`src/rtl/wb_commit.sv`:
```
// -----------------------------------------------------------------------------
// wb_commit -- writeback / commit stage
//
// Purpose:
//   Takes the MEM/WB pipeline register contents, selects the writeback value,
//   commits it into the register file, advances the program counter and counts
//   retired instructions. Provides two combinational read ports on the register
//   file and a combinational mirror of the write-port activity.
//
// Parameters:
//   NREG      register-file depth (power of two, 2..32); register 0 reads 0
//   PC_RESET  PC value loaded on reset
//
// Configuration macro:
//   WB_COMMIT_BYPASS_EN  when defined, the read ports forward the in-flight
//                        writeback value for a matching index; when undefined,
//                        a same-cycle write becomes visible after the edge.
//
// Ports:
//   clk                   single clock, all state updates on the rising edge
//   rst                   synchronous active-high reset
//   valid                 writeback instruction valid (0 = bubble)
//   stall                 hold pc when 1 (register writes still commit)
//   regwrite, memtoreg, branch, j, jmem, and_gate   MEM/WB control
//   write_destination     destination index (low log2(NREG) bits used)
//   read_data_memory      load data / indirect jump target
//   alu_output            ALU result
//   adder1_output         pc+1 from the fetch adder (link value, fall-through)
//   result_shift_jump     direct jump target
//   result_adder_branch   branch target
//   ra_addr, rb_addr      read indices (low log2(NREG) bits used)
//   ra_data, rb_data      combinational read data
//   pc                    registered program counter
//   retired               registered retired-instruction count (wraps)
//   wb_we, wb_addr, wb_data   combinational view of the write port
// -----------------------------------------------------------------------------
module wb_commit #(
  parameter int          NREG     = 16,
  parameter logic [19:0] PC_RESET = 20'h00000
) (
  input  logic        clk,
  input  logic        rst,
  input  logic        valid,
  input  logic        stall,
  input  logic        regwrite,
  input  logic        memtoreg,
  input  logic        branch,
  input  logic        j,
  input  logic        jmem,
  input  logic        and_gate,
  input  logic [19:0] write_destination,
  input  logic [19:0] read_data_memory,
  input  logic [19:0] alu_output,
  input  logic [19:0] adder1_output,
  input  logic [19:0] result_shift_jump,
  input  logic [19:0] result_adder_branch,
  input  logic [4:0]  ra_addr,
  input  logic [4:0]  rb_addr,
  output logic [19:0] ra_data,
  output logic [19:0] rb_data,
  output logic [19:0] pc,
  output logic [15:0] retired,
  output logic        wb_we,
  output logic [4:0]  wb_addr,
  output logic [19:0] wb_data
);

  localparam int AW = (NREG > 1) ? $clog2(NREG) : 1;

  // Only the low AW bits of the index inputs are meaningful; the rest are
  // folded into a sink so that dropping them is explicit.
  logic unused_ok;
  assign unused_ok = &{1'b0, write_destination, ra_addr, rb_addr};

  logic [AW-1:0] w_idx;
  logic [AW-1:0] a_idx;
  logic [AW-1:0] b_idx;

  assign w_idx = write_destination[AW-1:0];
  assign a_idx = ra_addr[AW-1:0];
  assign b_idx = rb_addr[AW-1:0];

  // ---------------------------------------------------------------------------
  // Write port
  // ---------------------------------------------------------------------------
  // A jump's link value (pc+1) takes precedence over load and ALU results.
  // A jump without regwrite leaves wb_we low, so it only redirects the PC.
  logic [19:0] wb_value;

  always_comb begin
    // NOTE: every signal written here gets a default first so no path can
    // leave it unassigned, which would infer a latch.
    wb_value = alu_output;
    if (j)             wb_value = adder1_output;
    else if (memtoreg) wb_value = read_data_memory;
  end

  assign wb_data = wb_value;
  assign wb_we   = valid & regwrite & (w_idx != '0);
  assign wb_addr = 5'(w_idx);

  // ---------------------------------------------------------------------------
  // Register file
  // ---------------------------------------------------------------------------
  logic [19:0] regs [NREG];

  always_ff @(posedge clk) begin
    if (rst) begin
      // NOTE: the register file is cleared on reset because architectural
      // state must read 0 afterwards; storage that only needs valid data
      // before first use would normally be left unreset.
      for (int i = 0; i < NREG; i++) begin
        regs[i] <= '0;
      end
    end else if (wb_we) begin
      // NOTE: state is updated with non-blocking assignments so every
      // register samples pre-edge values, matching the hardware.
      regs[w_idx] <= wb_data;
    end
  end

  // Stored values; index 0 is forced to zero regardless of its storage.
  logic [19:0] a_stored;
  logic [19:0] b_stored;

  assign a_stored = (a_idx == '0) ? 20'h00000 : regs[a_idx];
  assign b_stored = (b_idx == '0) ? 20'h00000 : regs[b_idx];

`ifdef WB_COMMIT_BYPASS_EN
  // Forward the value being written this cycle. wb_we is never set for
  // index 0, so register 0 still reads zero.
  assign ra_data = (wb_we && (a_idx == w_idx)) ? wb_data : a_stored;
  assign rb_data = (wb_we && (b_idx == w_idx)) ? wb_data : b_stored;
`else
  assign ra_data = a_stored;
  assign rb_data = b_stored;
`endif

  // ---------------------------------------------------------------------------
  // Program counter
  // ---------------------------------------------------------------------------
  // A bubble still advances the PC by one; a valid instruction picks its
  // target by priority jmem > j > taken branch > fall-through.
  logic [19:0] pc_next;

  always_comb begin
    pc_next = pc + 20'd1;
    if (valid) begin
      if (jmem)                   pc_next = read_data_memory;
      else if (j)                 pc_next = result_shift_jump;
      else if (branch & and_gate) pc_next = result_adder_branch;
      else                        pc_next = adder1_output;
    end
  end

  always_ff @(posedge clk) begin
    if (rst) begin
      pc <= PC_RESET;
    end else if (!stall) begin
      pc <= pc_next;
    end
  end

  // ---------------------------------------------------------------------------
  // Retired-instruction counter
  // ---------------------------------------------------------------------------
  // Counts valid instructions even while stalled: the writeback has already
  // committed, only the fetch redirect is held.
  always_ff @(posedge clk) begin
    if (rst) begin
      retired <= '0;
    end else if (valid) begin
      retired <= retired + 16'd1;
    end
  end

endmodule

```
`config.mk`:
```
export PLATFORM = sky130hd
export DESIGN_NAME = wb_commit
export DESIGN_NICKNAME = d
export VERILOG_FILES = /design/src/rtl/wb_commit.sv
export SDC_FILE = /design/constraint.sdc
export NUM_CORES = 1
export LEC_CHECK = 0
export CAP_MARGIN = 20
export CORE_MARGIN = 5
export CORE_UTILIZATION = 55
export DETAILED_ROUTE_END_ITERATION = 6
export GPL_TIMING_DRIVEN = 0
export PLACE_DENSITY = 0.77
export RECOVER_POWER = 100
export SYNTH_ARGS = -nofsm -noshare
export SYNTH_HDL_FRONTEND = slang
export SYNTH_SLANG_ARGS = --single-unit
```
`constraint.sdc`:
```
create_clock -name clk -period 3.2 [get_ports clk]
set_clock_uncertainty 0.05 [all_clocks]
set_input_delay 0.64 -clock clk [delete_from_list [all_inputs] [get_ports clk]]
set_output_delay 0.64 -clock clk [all_outputs]
set_load 0.02 [all_outputs]
```
# Yosys cells after proc, flatten, opt, wreduce, memory -nomap -nowiden
# Memory sizes are Yosys's and may differ from the RTL's.
# Index checks and enable logic that the tools add are counted.
# W data, S select, Z words.
# totals
in_bits,140
n_memories,1
word_cells,28
ff_bits,36
ramBits,320
# classes
n_bitwise,3
addsub,2
reduce_logical,4
muxes,16
# mem_list
name,words,word_bits,rd,rd_clocked_by_memory_dff,write_ports,line,source
regs,16,20,2,0,16,105,logic [19:0] regs [NREG];
# ops
operator,count
$mux W20,9
$add A20 B1 Y20 const B,1
$reduce_or A20 Y1,1
$add A16 B1 Y16 const B,1
$logic_not A4 Y1,2
$mux W1,6
$mux W4,1
$reduce_bool A4 Y1,1
$and A1 B1 Y1,3

# Longest topological paths before layout
# logic_depth
ltp_word,7
ltp_mapped,8

# Worst setup path after synthesis
# OpenSTA, ideal clock, no wires.
# synth_path
path_kind,input-to-output
startpoint,input rb_addr[1]
endpoint,output rb_data[10]
required_ns,2.510
t_arrival_ns,2.062
setup_slack_ns,0.448
cell_stages,6
path_cell_list,buf_2 -> buf_2 -> clkbuf_1 -> mux4_2 -> a211oi_1 -> a21oi_1
# synth_via
elab_chain_cells,2
elab_cells_between_ends,3
cone_classes,1 x mux; 1 x reduce/logical; 1 x memory
# synth_rtl
element,line,source
from (decl),58,"input logic [4:0] rb_addr,"
$mem_v2 Z16 W20 / $logic_not A4 Y1 (equally long branches),n/a,
$mux W20 (*),127,assign b_stored = (b_idx == '0) ? 20'h00000 : regs[b_idx];
to (decl),60,"output logic [19:0] rb_data,"
# Mark *: on every way between the ends. The rest lies on a longest branch, timed or not.

# Worst setup path in the final report
# layout_path
startpoint,input rb_addr[1]
endpoint,output rb_data[12]
# The elaborated chain is that of the path after synthesis.

==> results.py <==
metrics = {
    "layout": {
        "drive_gt1_share_pct": 21.6,
        "final_util_pct": 69.9,
        "finalNetCount": 2010,
        "antennaDiodeCount": 0,
        "syn_to_final_growth_pct": 25.9,
    },
    "floorplanning": {
        "start_util_pct": 55.5,
        "die_h_um": 194,
        "die_area_mm2": 0.0375,
        "core_area_mm2": 0.0334,
        "num_rows": 67,
        "ios": 242,
        "chipWidth_um": 194,
    },
    "critical_path": {
        "r2r_start": "pc[0]",
        "setup.worst_path.start": "rb_addr[1]",
        "arrival_ns": 2.53,
        "cp.required_ns": 2.51,
        "critPathMaxFanout": 10,
        "critPathLaunchType": "input port",
        "criticalPathCategory": "in -> out",
        "end_kind": "output pin",
    },
    "logic_synthesis": {
        "synth_async_sr_flop_share_pct": 0,
        "synthCells": 1578,
        "synth.distinct_cells": 53,
        "synth-seq-area-share_pct": 52.5,
        "synth_area_mm2": 0.0185,
        "syn_nets": 1720,
        "synth-edff-count": 300,
        "yosys_most_used_dff": "edfxtp_1",
        "avgSynthCellArea_um2": 11.7,
        "ys_seq_elements": 336,
        "synth_warnings": 0,
    },
    "outcome": {
        "status": "finished, violations left",
        "violations": "setup timing",
    },
    "hold_path": {
        "holdCritStartpoint": "retired[15]",
        "worstHoldPathType": "reg -> reg",
    },
    "global_route": {
        "antenna_found_initial": 1,
        "overflow": 0,
        "grt_max_degree": 21,
        "grt_pass1_vias": 15147,
        "track_usage_pct": 31.3,
        "grt_pass1_wl_mm": 91.2,
    },
    "sta": {
        "hold_violations": 0,
        "fin_crit_sh_pct": 101,
        "fin_ws_ns": -0.0174,
        "drv_slew": 0,
        "max_freq_mhz": 311,
        "setup_violations": 1,
        "fin_crit_ns": 3.22,
        "worst_slew_pin_slew_ns": 1.10,
        "max_slew_margin_pct": 26.4,
    },
    "route": {
        "vias_per_cell": 6.40,
        "drc": 0,
        "vias": 14981,
        "ant_nets": 0,
        "drt_first_pass_iters": 6,
        "drt-initial-drc-count": 1889,
        "wl_per_cell_um": 25.9,
        "drt_wl_total_mm": 60.7,
    },
    "cts": {
        "clk_latency_ns": 0.51,
        "clock_path_buffers": 3,
        "cts.clk_slew.worst_paths_ns": 0.06,
        "h-tree-depth": 2,
        "cts_tree": "built",
        "cts_made_buffers": 35,
        "hold_buffers": 0,
        "cts.sinks": 336,
        "root_buffer": "clkbuf_16",
    },
    "place": {
        "portBuffers": 211,
        "gp_congestion": 1.02,
        "hpwl_mm": 45.1,
    },
    "pwr": {
        "ir_drop_uv": 330,
        "p_leak_nw": 8.69,
        "p_per_area_mw_per_mm2": 487,
        "total_power_mw": 11.3,
    },
    "job": {
        "max-cap-violations": 0,
    },
}
-- cell type report --
| type | count | area [µm²] |
|---|---|---|
| Buffer | 149 | 888 |
| Clock buffer | 42 | 955 |
| Fill cell | 2352 | 10000 |
| Tap cell | 448 | 561 |
| Clock inverter | 21 | 195 |
| Sequential cell | 336 | 9730 |
| Timing Repair Buffer | 253 | 2370 |
| Inverter | 54 | 203 |
| Multi-Input combinational cell | 1039 | 8410 |
-- cells in the final DEF, fill, tap and decap left out, types with 8 or more instances in the layout --
cell,instances
dfxtp_1,36
dlygate4sd2_1,39
nor2b_1,9
nand3_1,15
mux2i_1,89
a221oi_2,11
buf_6,16
a22oi_1,20
nor2_1,394
nand2b_1,17
xnor2_1,10
clkbuf_16,37
dlygate4sd3_1,43
clkbuf_1,64
edfxtp_1,300
buf_4,63
a21oi_1,86
clkbuf_2,30
o21ai_0,29
a221oi_4,8
nand2_1,50
clkdlybuf4s50_1,120
a21oi_4,18
a211oi_1,24
inv_1,54
nand4_1,8
mux2_2,42
buf_2,10
mux4_2,120
-- critical path, stage by stage --
cell and delay, ns:
buf_2 0.23, nor2b_1 0.17, buf_2 0.23, buf_4 0.22
a22oi_1 0.11, nor2_1 0.20, a211oi_1 0.08, a21oi_1 0.24
dlygate4sd2_1 0.38
-- synth_stat cells (5+ instances only) --
cell type | instances | share of area, %
xnor2_1 | 10 | 0.47
nand2b_1 | 19 | 0.64
buf_1 | 6 | 0.12
nand2_1 | 50 | 1.0
dfxtp_1 | 36 | 3.9
a221oi_1 | 26 | 1.2
edfxtp_1 | 300 | 49
a22oi_1 | 20 | 0.81
buf_2 | 38 | 1.0
inv_1 | 54 | 1.1
mux2_2 | 42 | 2.6
clkbuf_1 | 97 | 2.0
nor3_1 | 7 | 0.19
mux4_2 | 120 | 15
nor2b_1 | 9 | 0.30
nand3_1 | 15 | 0.41
xor2_1 | 5 | 0.24
mux2i_1 | 89 | 4.8
nand4_1 | 8 | 0.27
buf_4 | 7 | 0.28
o21ai_0 | 29 | 0.78
or3_1 | 5 | 0.17
a211oi_1 | 27 | 1.1
a31oi_1 | 7 | 0.24
a21oi_1 | 110 | 3.0
and3_1 | 6 | 0.20
nor2_1 | 397 | 8.0
-- layer usage --
layer / GRT usage, % / vias to the layer above / part of all wire, %
met5: 0 / - / 0.021
met4: 10.6 / 2 / 4.1
met3: 8.66 / 148 / 13
met2: 52.1 / 1156 / 48
met1: 40.1 / 7268 / 35
li1: - / 6407 / -
-- power breakdown --
| part | leakage, nW | internal, mW | switching (mW) |
|---|---|---|---|
| Clock | 0.553 | 2.39 | 1.74 |
| Combinational | 4.99 | 0.889 | 1.17 |
| Sequential | 3.15 | 5.01 | 0.160 |
| Total | 8.69 | 8.28 | 3.06 |
-- flip-flops by register name (all words and copies together) (netlist names) --
signal / flops
regs: 300
pc: 20
retired: 16
-- cell families (layout without fill, tap and decap cells) --
logic type | after synthesis | after routing | share of synthesized area [%]
compound gates | 232 | 232 | 7.73
xor+xnor | 15 | 15 | 0.709
fa+ha+maj | 2 | 2 | 0.135
buf+inv | 203 | 519 | 4.55
flops | 336 | 336 | 52.5
mux | 251 | 251 | 21.9
other cells | 1 | 1 | 0.0202
simple gates | 538 | 538 | 12.4
-- worst paths after layout --
kind,slack (ns),to,depth (start not counted)
hold reg to reg,0.45,retired[15],2
hold / removal,0.45,retired[15],2
setup / recovery,-0.02,rb_data[12],9
setup reg to reg,1.16,pc[14],6
-- repair_timing --
item / in CTS / in global routing
buffers inserted: 3 / 33
endpoints found under the setup margin: 94 / 94
resized for setup: 193 / 74
endpoints found under the hold margin: 0 / 0
-- stage by stage --
| stage | cells | setup TNS (ns) | instance area (µm²) | worst slack (ns) | hold WS (ns) |
|---|---|---|---|---|---|
| floorplan | 1578 | 0 | 18500 | 0.448 | 0.508 |
| global placement | 2237 | -143.53 | 21200 | -0.703 | 0.427 |
| detailed placement | 2238 | -150.74 | 21200 | -0.769 | 0.440 |
| CTS | 2304 | 0 | 22900 | 0.000157 | 0.451 |
| global route | 2342 | -0.320 | 23300 | -0.0340 | 0.486 |
| finish | 2342 | -0.0174 | 23300 | -0.0174 | 0.449 |
No activity file was read; power rests on OpenSTA's default activity.
